[config.mk]
export PLATFORM = sky130hd
export DESIGN_NAME = retry_window_start
export DESIGN_NICKNAME = d
export VERILOG_FILES = /design/src/rtl/retry_window_pkg.sv /design/src/rtl/retry_window_slot.sv /design/src/rtl/retry_window_start.sv
export SDC_FILE = /design/constraint.sdc
export NUM_CORES = 1
export LEC_CHECK = 0
export BUFFER_PORTS_ARGS = -buffer_cell sky130_fd_sc_hd__buf_2
export CORE_MARGIN = 2
export CORE_UTILIZATION = 45
export DETAILED_ROUTE_END_ITERATION = 16
export GPL_ROUTABILITY_DRIVEN = 0
export PLACE_DENSITY = 0.63
export SYNTH_ARGS = -nofsm -noshare
export SYNTH_HDL_FRONTEND = slang
export SYNTH_SLANG_ARGS = --single-unit
export TNS_END_PERCENT = 100
[constraint.sdc]
create_clock -name clk -period 2.8 [get_ports clk]
set_input_delay 0.28 -clock clk [delete_from_list [all_inputs] [get_ports clk]]
set_output_delay 0.28 -clock clk [all_outputs]
set_load 0.01 [all_outputs]
[src/rtl/retry_window_pkg.sv]
`default_nettype none
// ============================================================================
// Module   : retry_window_pkg
// Brief    : Shared slot type and pointer helper for the retry window.
// Revision : 1.0 - initial release
// ============================================================================

// Slot layout parametrised by payload and retry-counter width, so modules with
// non-default widths build the same struct shape locally.
`define RETRY_SLOT_T(DW, RW) struct packed { logic occupied; logic [(DW)-1:0] data; logic [(RW)-1:0] rcnt; }

package retry_window_pkg;

  localparam int DEFAULT_DATA_WIDTH = 8;
  localparam int DEFAULT_RCNT_WIDTH = 2;

  // Slot type at the default widths.
  typedef `RETRY_SLOT_T(DEFAULT_DATA_WIDTH, DEFAULT_RCNT_WIDTH) retry_slot_t;

  // Wrapping increment of the allocation pointer.
  function automatic int unsigned next_ptr(input int unsigned ptr, input int unsigned depth);
    return (ptr + 1 >= depth) ? 0 : ptr + 1;
  endfunction

endpackage

`default_nettype wire

[src/rtl/retry_window_slot.sv]
`default_nettype none
// ============================================================================
// Module   : retry_window_slot
// Brief    : One replay-window entry: occupancy flag, payload, retry count.
// Revision : 1.0 - initial release
// ============================================================================
module retry_window_slot
  import retry_window_pkg::*;
#(
  parameter int DataWidth = 8,
  parameter int RcntWidth = 2
) (
  input  logic                 clk,
  input  logic                 rst_n,
  input  logic                 wr_i,
  input  logic [DataWidth-1:0] wr_data_i,
  input  logic                 free_i,
  input  logic                 inc_i,
  output logic                 occupied_o,
  output logic [DataWidth-1:0] data_o,
  output logic [RcntWidth-1:0] rcnt_o
);

  typedef `RETRY_SLOT_T(DataWidth, RcntWidth) slot_t;

  slot_t slot_q, slot_d;

  // Next slot contents: allocation only targets a free slot, so it never
  // competes with a meaningful free or count increment.
  always_comb begin
    slot_d = slot_q;
    if (wr_i) begin
      slot_d.occupied = 1'b1;
      slot_d.data     = wr_data_i;
      slot_d.rcnt     = '0;
    end else if (free_i) begin
      slot_d.occupied = 1'b0;
    end else if (inc_i) begin
      slot_d.rcnt = slot_q.rcnt + RcntWidth'(1);
    end
  end

  // Slot register; reset (active high) discards the stored item.
  always_ff @(posedge clk or posedge rst_n) begin
    if (rst_n) slot_q <= '0;
    else       slot_q <= slot_d;
  end

  assign occupied_o = slot_q.occupied;
  assign data_o     = slot_q.data;
  assign rcnt_o     = slot_q.rcnt;

endmodule

`default_nettype wire

[src/rtl/retry_window_start.sv]
`default_nettype none
// ============================================================================
// Module   : retry_window_start
// Brief    : Retry source with an in-order multi-slot replay window, bounded
//            per-item retry budget and drop reporting.
// Revision : 1.0 - initial release
// ============================================================================
module retry_window_start
  import retry_window_pkg::*;
#(
  parameter int DataWidth  = 8,
  parameter int IDSize     = 2,
  parameter int MaxRetries = 3
) (
  input  logic                 clk,
  input  logic                 rst_n,
  input  logic [DataWidth-1:0] data_i,
  input  logic                 valid_i,
  output logic                 ready_o,
  output logic [DataWidth-1:0] data_o,
  output logic [IDSize-1:0]    id_o,
  output logic                 valid_o,
  input  logic                 ready_i,
  input  logic [IDSize-1:0]    retry_id_i,
  input  logic                 retry_valid_i,
  output logic                 retry_ready_o,
  input  logic [IDSize-1:0]    commit_id_i,
  input  logic                 commit_valid_i,
  output logic                 fail_o,
  output logic [IDSize-1:0]    fail_id_o,
  output logic [IDSize:0]      occupancy_o
);

  localparam int DEPTH  = 2 ** IDSize;
  localparam int RCNT_W = $clog2(MaxRetries + 1);
  localparam int OCC_W  = IDSize + 1;

  logic                 occ [DEPTH];
  logic [DataWidth-1:0] sdata [DEPTH];
  logic [RCNT_W-1:0]    rcnt [DEPTH];

  logic [IDSize-1:0] wr_ptr_q, wr_ptr_d;
  logic [OCC_W-1:0]  occupancy_q, occupancy_d;
  logic              fail_q;
  logic [IDSize-1:0] fail_id_q;

  logic full, conflict, retry_live, retry_can, drop, commit_hit, alloc, inc;

  // Handshake qualifiers. Full depends only on registered slot state, so a
  // commit to the head slot opens allocation one cycle later.
  always_comb begin
    full       = occ[wr_ptr_q];
    conflict   = commit_valid_i && (commit_id_i == retry_id_i);
    retry_live = retry_valid_i && occ[retry_id_i] && !conflict;
    retry_can  = retry_live && (rcnt[retry_id_i] < RCNT_W'(MaxRetries));
    drop       = retry_live && !retry_can;
    commit_hit = commit_valid_i && occ[commit_id_i];
    alloc      = !retry_valid_i && !full && valid_i && ready_i;
    inc        = retry_can && ready_i;
  end

  generate
    for (genvar i = 0; i < DEPTH; i++) begin : g_slot
      retry_window_slot #(
        .DataWidth (DataWidth),
        .RcntWidth (RCNT_W)
      ) u_slot (
        .clk        (clk),
        .rst_n      (rst_n),
        .wr_i       (alloc && (wr_ptr_q == IDSize'(i))),
        .wr_data_i  (data_i),
        .free_i     ((commit_hit && (commit_id_i == IDSize'(i))) ||
                     (drop && (retry_id_i == IDSize'(i)))),
        .inc_i      (inc && (retry_id_i == IDSize'(i))),
        .occupied_o (occ[i]),
        .data_o     (sdata[i]),
        .rcnt_o     (rcnt[i])
      );
    end
  endgenerate

  // Downstream mux: a pending retry wins over new data; reset forces all
  // handshake outputs low.
  always_comb begin
    valid_o       = 1'b0;
    ready_o       = 1'b0;
    retry_ready_o = 1'b0;
    data_o        = data_i;
    id_o          = wr_ptr_q;
    if (!rst_n) begin
      if (retry_valid_i) begin
        if (retry_can) begin
          valid_o       = 1'b1;
          data_o        = sdata[retry_id_i];
          id_o          = retry_id_i;
          retry_ready_o = ready_i;
        end else begin
          retry_ready_o = 1'b1;
        end
      end else if (!full) begin
        valid_o = valid_i;
        ready_o = ready_i;
      end
    end
  end

  // Pointer advance and occupancy bookkeeping; commit and drop always hit
  // distinct slots, so up to two frees can land in one cycle.
  always_comb begin
    wr_ptr_d    = alloc ? IDSize'(next_ptr(32'(wr_ptr_q), DEPTH)) : wr_ptr_q;
    occupancy_d = occupancy_q + OCC_W'(alloc) - OCC_W'(commit_hit) - OCC_W'(drop);
  end

  // Window state and drop reporting registers.
  always_ff @(posedge clk or posedge rst_n) begin
    if (rst_n) begin
      wr_ptr_q    <= '0;
      occupancy_q <= '0;
      fail_q      <= 1'b0;
      fail_id_q   <= '0;
    end else begin
      wr_ptr_q    <= wr_ptr_d;
      occupancy_q <= occupancy_d;
      fail_q      <= drop;
      if (drop) fail_id_q <= retry_id_i;
    end
  end

  assign fail_o      = fail_q;
  assign fail_id_o   = fail_id_q;
  assign occupancy_o = occupancy_q;

endmodule

`default_nettype wire

Word level (Yosys, flattened, before mapping)
Index checks and enable logic that the tools add are counted.
{"block": "op_classes", "n_addsub": 8, "n_lt_le_gt_ge": 5, "eq_ne": 14, "mux": 52, "bitwise": 3, "n_reduce_logical": 49}
{"op": "2-to-1 mux 8 bit", "n": 5}
{"op": "2-to-1 mux 2 bit", "n": 18}
{"op": "logical AND 1 bit", "n": 26}
{"op": "2-to-1 mux 1 bit", "n": 24}
{"op": "binary-select mux 8 bit (select 2 bit)", "n": 1}
{"op": "nonzero test 2 bit", "n": 8}
{"op": "== test 2 bit, second input constant", "n": 6}
{"op": "greater-or-equal comparator 3 bit, second input constant", "n": 4}
{"op": "NOT 2 -> 3 bit", "n": 3}
{"op": "adder 2 x 1 -> 2 bit, second input constant", "n": 4}
{"op": "inequality test 2 x 1 -> 1 bit, second input constant", "n": 4}
{"op": "AND reduction 2 bit", "n": 4}
{"op": "binary-select mux 1 bit (select 2 bit)", "n": 3}
{"op": "== test 2 x 1 -> 1 bit, second input constant", "n": 3}
{"op": "logical NOT 2 bit", "n": 3}
{"op": "subtractor 3 x 1 -> 3 bit", "n": 2}
{"op": "binary-select mux 2 bit (select 2 bit)", "n": 1}
{"op": "logical NOT 1 bit", "n": 4}
{"op": "logical OR 1 bit", "n": 4}
{"op": "adder 2 x 1 -> 3 bit, second input constant", "n": 1}
{"op": "adder 3 x 1 -> 3 bit", "n": 1}
{"op": "== test 2 bit", "n": 1}
{"op": "less-than comparator 2 bit, second input constant", "n": 1}
{"block": "totals", "reg_bits": 52, "in_bits": 18, "word_cells": 147}

Logic depth before layout (Yosys ltp)
Gate-level depths: netlist of run 1.
{"block": "depth", "depth_word": 13, "ltp_mapped": 13, "depth_no_buf": 12}

Modules after synthesis
A second synthesis of run 1 with hierarchy kept.
{"block": "unflattened", "cells_unflattened": 217, "hier_area_um2": 2941.6}
{"mod": "retry_window_slot", "n_inst": 4, "cells_each": 29, "area_each_um2": 457.9, "seq_area_each_um2": 275.3}
{"mod": "retry_window_start", "n_inst": 1, "cells_each": 101, "area_each_um2": 1109.8, "seq_area_each_um2": 200.2}

Worst setup path before layout of run 1
Ideal clock, no wire load.
{"block": "synth_path", "path_type": "input to register", "startpoint": "in retry_id_i[0]", "endpoint": "reg occupancy_q[2] (netlist: occupancy_o[2])", "setup_time_ps": 123, "t_arrival_ps": 2324, "setup_slack_ps": 354, "path_stages": 13, "path_buffers": 1, "cell_sequence": "buf_4 > or4bb_1 > nand4_1 > nand3_1 > inv_1 > xnor2_1 > ha_1 > a21oi_1 > ha_1 > inv_1 > ha_1 > xnor2_1 > xnor2_1"}
{"block": "synth_via", "elab_chain_len": 10, "elab_cells_between_ends": 17, "cone_classes": "add/sub (1); order compare (1); eq/ne (1); mux (6); bitwise (1); reduce/logical (7)"}
{"element": "from (decl)", "line": "retry_window_start.sv:24", "rtl": "input logic [IDSize-1:0] retry_id_i,"}
{"element": "branches (longest 8 deep; another with less-than comparator 2 bit)"}
{"element": "logical AND 1 bit *", "line": "retry_window_start.sv:56", "rtl": "drop = retry_live && !retry_can;"}
{"element": "via drop", "line": "retry_window_start.sv:47", "rtl": "logic full, conflict, retry_live, retry_can, drop, commit_hit, alloc, inc;"}
{"element": "subtractor 3 x 1 -> 3 bit *", "line": "retry_window_start.sv:111", "rtl": "occupancy_d = occupancy_q + OCC_W'(alloc) - OCC_W'(commit_hit) - OCC_W'(drop);"}
{"element": "via occupancy_d[2]", "line": "retry_window_start.sv:43", "rtl": "logic [OCC_W-1:0] occupancy_q, occupancy_d;"}
{"element": "to (signal assigned)", "line": "retry_window_start.sv:123", "rtl": "occupancy_q <= occupancy_d;"}
{"element": "to (decl)", "line": "retry_window_start.sv:43"}
Mark *: on every way through the listed nets, which the timed path passes. The select of a mux whose other input is x is not followed.
A chain may end at the register's enable or synchronous reset.

Worst setup path after layout of run 1
{"block": "layout_path", "startpoint": "in retry_id_i[1]", "endpoint": "out data_o[1]"}
{"block": "layout_via", "elab_chain_len": 10, "elab_cells_between_ends": 20, "cone_classes": "order compare (1); eq/ne (1); mux (12); bitwise (1); reduce/logical (5)"}
{"element": "branches (longest 7 deep; another with less-than comparator 2 bit)"}
{"element": "2-to-1 mux 8 bit *", "line": "retry_window_start.sv:92", "rtl": "if (retry_can) begin"}
{"element": "2-to-1 mux 8 bit *", "line": "retry_window_start.sv:91", "rtl": "if (retry_valid_i) begin"}
{"element": "2-to-1 mux 8 bit *", "line": "retry_window_start.sv:90", "rtl": "if (!rst_n) begin"}
{"element": "to (decl)", "line": "retry_window_start.sv:20", "rtl": "output logic [DataWidth-1:0] data_o,"}
Mark *: on every way between the ends. The select of a mux whose other input is x is not followed.

==> results.md, run 1 <==
* Final setup TNS at 0 ps
* Pins Over Slew Limit at 0
* Syn Inst Count at 205
* Fin. Hold Viols at 0
* Crit path largest cell delay at 360 ps
* Vias in the first global route at 1910
* Final Core Density at 53.19%
* Number of core rows at 28
* Die area at 6700 sq um
* Ys Warns at 0
* Internal power at 1.900 mW
* CTS sink cnt at 52
* Arrival time worst endpoint at 2230 ps
* Net switching power at 0.8224 mW
* Most instantiated cells after synthesis: dfrtp_1 (52), mux2_2 (36), inv_1 (12), nand2_1 (12), mux4_2 (11)
* CTS clk-pin slew, worst paths at 100 ps
* Pwr Total at 2.722 mW
* Clock Root Buffer: clkbuf_8
* Leak Pwr at 1.493 nW
* Top-area cell type share of the netlist area at 47.71%
* CTS tree: yes
* Die W at 81.86 um
* Crit path buf inv count at 5
* Global-route wire length before repair at 9349 um
* Seq pwr share at 47.6%
* Tot GR Track Use at 18.79%
* Worst slew pin tran at 766.7 ps
* Final setup violation count at 0
* Placed cell area at 3019 sq um
* Post-synthesis sequential area ratio at 47.71%
* Antenna-violating nets left at 0
* Mapped cell area at 2728 sq um
* Max transition margin at 47.56%
* Average wire per standard cell at 17.15 um
* Most used flip-flop cell after synthesis: dfrtp_1
* Later-pin clock latency in the skew report at 310 ps
* Total Routed Length at 5557 um
* Initial antenna violation count at 0
* Crit path kind: in -> out
* Drt drc at 0
* Final clock skew at 8.899 ps
* Clk pwr share at 19.3%
* Cell family with most CP delay: buffers and inverters
* Layout fillers at 536
* Min cycle time layout at 2509 ps
* #FFs+latches synth at 52
* Crit-path cells: buf_2, buf_4, nand4b_1, nand4_1, buf_4, nor4_2, buf_4, mux2_2, buf_2
* Most common cell in the netlist: dfrtp_1
* Synth cell types at 45
* CP Max Fanout at 11
* Total congestion overflow at 0
* Max frequency at 398.6 MHz
* Maximum VDD drop at 0.4012 mV
* H-tree depth at 2
* Tightest Hold Check Type: in -> async
* Avg Cell Area, Syn at 13.31 sq um
* Vias at 1785
* CTS resizes at 0
* Fin crit share at 89.59%
* Most frequent CP cell: buf_4
* Yosys top cell by area: dfrtp_1
* Number of synthesized flops with an enable pin at 0
* Smallest hold slack at 172.2 ps
* # IOs at 37
* Ant diodes at 0
* Initial DRC Count at 86
* Via density at 5.509
* DRT Pass-1 Iters at 4
* Max Cap Viol at 0
* Post-route cell area at 3131 sq um
* CP Capture Type: output port
* Layout cell share with drive strength beyond 1 at 44.98%
* Nets at 274
* Pwr per Cell Area at 869.6 nW/um^2
* CTS Hold Bufs at 0
* Post-CTS setup buffer count at 0
* Switching part of the total at 30.21%
* Combinational share of power at 33.2%
* Unrepaired setup endpoints after global routing: no
* Largest net degree at the start of global routing at 53
* CTS Buffer Depth at 2
* Slowest-stage cell, CP: mux2_2
* Post-Syn Nets at 231
* Die height at 81.86 um
* Initial Util at 46.34%
* Status: finished clean
* Area grow syn2layout at 14.77%
* CTS Buf Count at 5
* PortBufs at 36
* Dpl hpwl at 3897 um
* Worst EP required at 2520 ps
* Core ar. at 5886 sq um
* Post-synth ARST share at 100.0%
* Setup crit start kind: input pin
* Synth area leaders: dfrtp_1 (48%), mux2_2 (15%), mux4_2 (9.1%)
## sequential cells by signal, summed over array words and instances, names as in the netlist
register                  flops
g_slot.u_slot.data_o         32
g_slot.u_slot.rcnt_o          8
g_slot.u_slot.occupied_o      4
occupancy_o                   3
fail_id_o                     2
wr_ptr_q                      2
fail_o                        1
## cells in the final DEF (no fill, tap or decap), types with 6 or more instances in the layout
cell and count:
dfrtp_1 52, buf_4 8, o21ai_0 6, nand2_1 12, ha_1 8, mux2_2 36
buf_2 36, inv_1 11, mux4_2 11, mux2_4 7
## area by class of cell
type	instances	area [sq um]	share of cell area, %
multi-input combinational	133	1339	42.77
sequential	52	1301	41.57
clock buffer	6	72.57	2.318
inverter	12	45.04	1.439
timing repair buffer	44	240.2	7.674
clock inverter	2	38.79	1.239
tap	75	93.84	2.998
## worst paths after layout
check	from	slack (ps)	end	cells after the start
min in group clk	data_i[3]	260	g_slot[0].u_slot.data_o[3]	2
max in group asynchronous	rst_n	2170	g_slot[0].u_slot.rcnt_o[0]	3
max reg2reg	g_slot[0].u_slot.rcnt_o[1]	360	occupancy_o[2]	12
min	rst_n	170	occupancy_o[0]	3
max	retry_id_i[1]	290	data_o[1]	9
min reg2reg	fail_id_o[0]	510	fail_id_o[0]	1
## per-stage QoR
stage | instances | worst slack [ps]
finish | 324 | 291.5
global route | 324 | 163.2
CTS | 324 | 292.7
detailed placement | 316 | 257.3
global placement | 316 | 303.1
floorplan | 205 | 353.9
## logic make-up after synthesis
family | Yosys count | synth area share, %
mux | 57 | 28.90
compound gates | 24 | 6.377
fa+ha+maj | 8 | 3.670
buf+inv | 20 | 3.440
xor+xnor | 5 | 1.606
simple gates | 39 | 8.303
flops | 52 | 47.71
## power groups by stage
stage,logic (mW),clock network (mW),registers [mW]
floorplan,0.712,0,1.25
global placement,0.893,0,1.30
detailed placement,0.915,0,1.31
CTS,0.921,0.548,1.30
global route,1.00,0.570,1.34
finish,0.903,0.524,1.29
## layer usage
layer	up-vias	track usage, %	routed length, um
li1	848	-	-
met1	890	24.26	2507
met2	39	31.87	2765
met3	8	3.956	224
met4	0	5.500	60
met5	-	0	0
## worst reg2reg max path, cell delays in order, from the launching register on
cell and delay, ps:
dfrtp_1 390, or4bb_1 510, nand4_1 140, nand3_1 110, inv_1 100, xnor2_1 120, ha_1 170, a21oi_1 40
ha_1 270, inv_1 40, ha_1 200, xnor2_1 170, xnor2_1 140
No activity file was read; power rests on OpenSTA's default activity.
==> run 2, diff against run 1 <==
==> constraint.sdc (replaced) <==
create_clock -name clk -period 2.8 [get_ports clk]
set_input_delay 0.56 -clock clk [delete_from_list [all_inputs] [get_ports clk]]
set_output_delay 0.56 -clock clk [all_outputs]
set_load 0.01 [all_outputs]
==> run 2 against run 1 <==
Effect of this change:
- utilization grew 1.1 points
- worst hold slack improved by 310 ps
- final cell count grew 1.5%
==> results.md, run 2 (synthesized netlist as in run 1, its figures left out) <==
* Dpl cells at 321 (was 316)
* Layout cell share with drive strength beyond 1 at 46.85% (was 44.98%)
* Fin. Hold Viols at 0 (unchanged)
* Min cycle time layout at 2708 ps (was 2509 ps)
* Fin crit share at 96.71% (was 89.59%)
* Crit path kind: in -> out (unchanged)
* Status: finished clean (unchanged)
* Nets at 279 (was 274)
* Largest net degree at the start of global routing at 53 (unchanged)
* PortBufs at 36 (unchanged)
* DRT Pass-1 Iters at 4 (unchanged)
* Finished Layout Cells at 329 (was 324)
* CTS sink cnt at 52 (unchanged)
* Clock Root Buffer: clkbuf_8 (unchanged)
* Sequential cell area at 1301 sq um (unchanged)
* Ant diodes at 0 (unchanged)
* Final setup violation count at 0 (unchanged)
* Vias at 1809 (was 1785)
* Final clock skew at 7.903 ps (was 8.899 ps)
* Final setup TNS at 0 ps (unchanged)
* Number of core rows at 28 (unchanged)
* Commonest non-fill, non-tap cells in the layout: dfrtp_1 (52), mux2_2 (36), buf_2 (36) (unchanged)
* Pins Over Slew Limit at 0 (unchanged)
* Die W at 81.86 um (unchanged)
* CTS clk-pin slew, worst paths at 100 ps (about the same)
* Initial antenna violation count at 0 (unchanged)
* Drt drc at 0 (unchanged)
* Max Cap Viol at 0 (unchanged)
* H-tree depth at 2 (unchanged)
* Die height at 81.86 um (unchanged)
* Layout fillers at 522 (was 536)
* CP Max Fanout at 11 (unchanged)
* Initial DRC Count at 65 (was 86)
* Setup crit start kind: input pin (unchanged)
* Maximum VDD drop at 0.4227 mV (was 0.4012 mV)
* Average wire per standard cell at 16.91 um (was 17.15 um)
* Vias in the first global route at 1766 (was 1910)
* Later-pin clock latency in the skew report at 300 ps (was 310 ps)
* Die area at 6700 sq um (unchanged)
* Max frequency at 369.3 MHz (was 398.6 MHz)
* Max transition margin at 48.11% (was 47.56%)
* Global-route wire length before repair at 9197 um (was 9349 um)
* Via density at 5.498 (was 5.509)
* Clk pwr share at 19.7% (was 19.3%)
* CP Capture Type: output port (unchanged)
* Switching part of the total at 30.06% (was 30.21%)
* Core ar. at 5886 sq um (unchanged)
* Net switching power at 0.8287 mW (was 0.8224 mW)
* CTS Hold Bufs at 0 (unchanged)
* Tightest Hold Check Type: in -> async (unchanged)
* Leak Pwr at 1.525 nW (was 1.493 nW)
* Dpl hpwl at 3896 um (was 3897 um)
* Internal power at 1.928 mW (was 1.900 mW)
* Area grow syn2layout at 17.06% (was 14.77%)
* R2R depth at 12 (unchanged)
* Total Routed Length at 5563 um (was 5557 um)
* Antenna-violating nets left at 0 (unchanged)
* CTS Buf Count at 5 (unchanged)
* Combinational share of power at 33.1% (was 33.2%)
* # IOs at 37 (unchanged)
* Reg2reg end: occupancy_o[2] (unchanged)
* Initial Util at 46.34% (unchanged)
* Total congestion overflow at 0 (unchanged)
* Pwr per Cell Area at 863.4 nW/um^2 (was 869.6 nW/um^2)
* Max reg flops at 32 (unchanged)
* R2r startpoint: g_slot[0].u_slot.rcnt_o[1] (unchanged)
* CTS Buffer Depth at 2 (unchanged)
* Tot GR Track Use at 18.61% (was 18.79%)
* CTS tree: yes (unchanged)
* Arrival time worst endpoint at 2150 ps (was 2230 ps)
* Worst slew pin tran at 758.8 ps (was 766.7 ps)
* Most common cell after layout, fill and taps aside: dfrtp_1 (unchanged)
* Multi-input logic area at 1346 sq um (was 1339 sq um)
* Seq pwr share at 47.2% (was 47.6%)
* CTS resizes at 0 (unchanged)
* Worst EP required at 2240 ps (was 2520 ps)
* Internal reg-to-reg setup slack at 340 ps (was 360 ps)
* Post-CTS setup buffer count at 0 (unchanged)
* Pwr Total at 2.757 mW (was 2.722 mW)
## run 2: worst max-delay path: stages
cell and delay [ps]:
buf_2 130, buf_6 140, nand4b_1 130, nand4_1 170, nor4_2 290, buf_6 230, mux2_2 350, buf_2 140
## run 2: power by group through the flow
stage / registers, mW / clock network, mW / logic, mW
after CTS: 1.30 / 0.557 / 0.921
after detailed placement: 1.31 / 0 / 0.918
final: 1.30 / 0.542 / 0.912
after floorplan: 1.25 / 0 / 0.712
after global routing: 1.35 / 0.587 / 1.02
after global placement: 1.30 / 0 / 0.900
## run 2: per-layer routing
metal	global-route usage, %	part of all wire, %	wire length [um]	vias to the layer above
met3	3.407	4.4	242	5
li1	-	-	-	854
met4	5.500	1.1	60	0
met2	29.19	46	2571	41
met5	0	0	0	-
met1	26.47	48	2689	909
## run 2: per-stage QoR
| step | util, % | setup slack (ps) | area, sq um | hold slack [ps] |
|---|---|---|---|---|
| floorplan | - | 73.89 | 2728 | 458.8 |
| global placement | 51.93 | 58.52 | 3057 | 482.7 |
| detailed placement | 51.93 | -0.8231 | 3057 | 491.3 |
| CTS | 54.00 | 49.32 | 3178 | 505.4 |
| global route | 54.25 | -8.171 | 3193 | 526.2 |
| finish | 54.25 | 92.06 | 3193 | 486.4 |
## run 2: final cells by class
cell class                      instances  share of cell area (%)
Tap cell                               75                   2.939
Sequential cell                        52                   40.75
Multi-Input combinational cell        133                   42.16
Inverter                               12                   1.411
Timing Repair Buffer                   49                   8.934
Clock buffer                            6                   2.586
Clock inverter                          2                   1.215
## run 2: worst max-delay path by stage
stage                      to  slack [ps]  depth (start not counted)          start
2_1_floorplan  occupancy_o[2]          70                         13  retry_id_i[0]
3_3_place_gp   occupancy_o[2]          60                         13  retry_id_i[0]
3_5_place_dp   occupancy_o[2]        -0.8                         13  retry_id_i[0]
4_1_cts             data_o[0]          50                          8  retry_id_i[0]
5_1_grt             data_o[5]          -8                          8  retry_id_i[1]
6_report            data_o[6]          90                          8  retry_id_i[0]
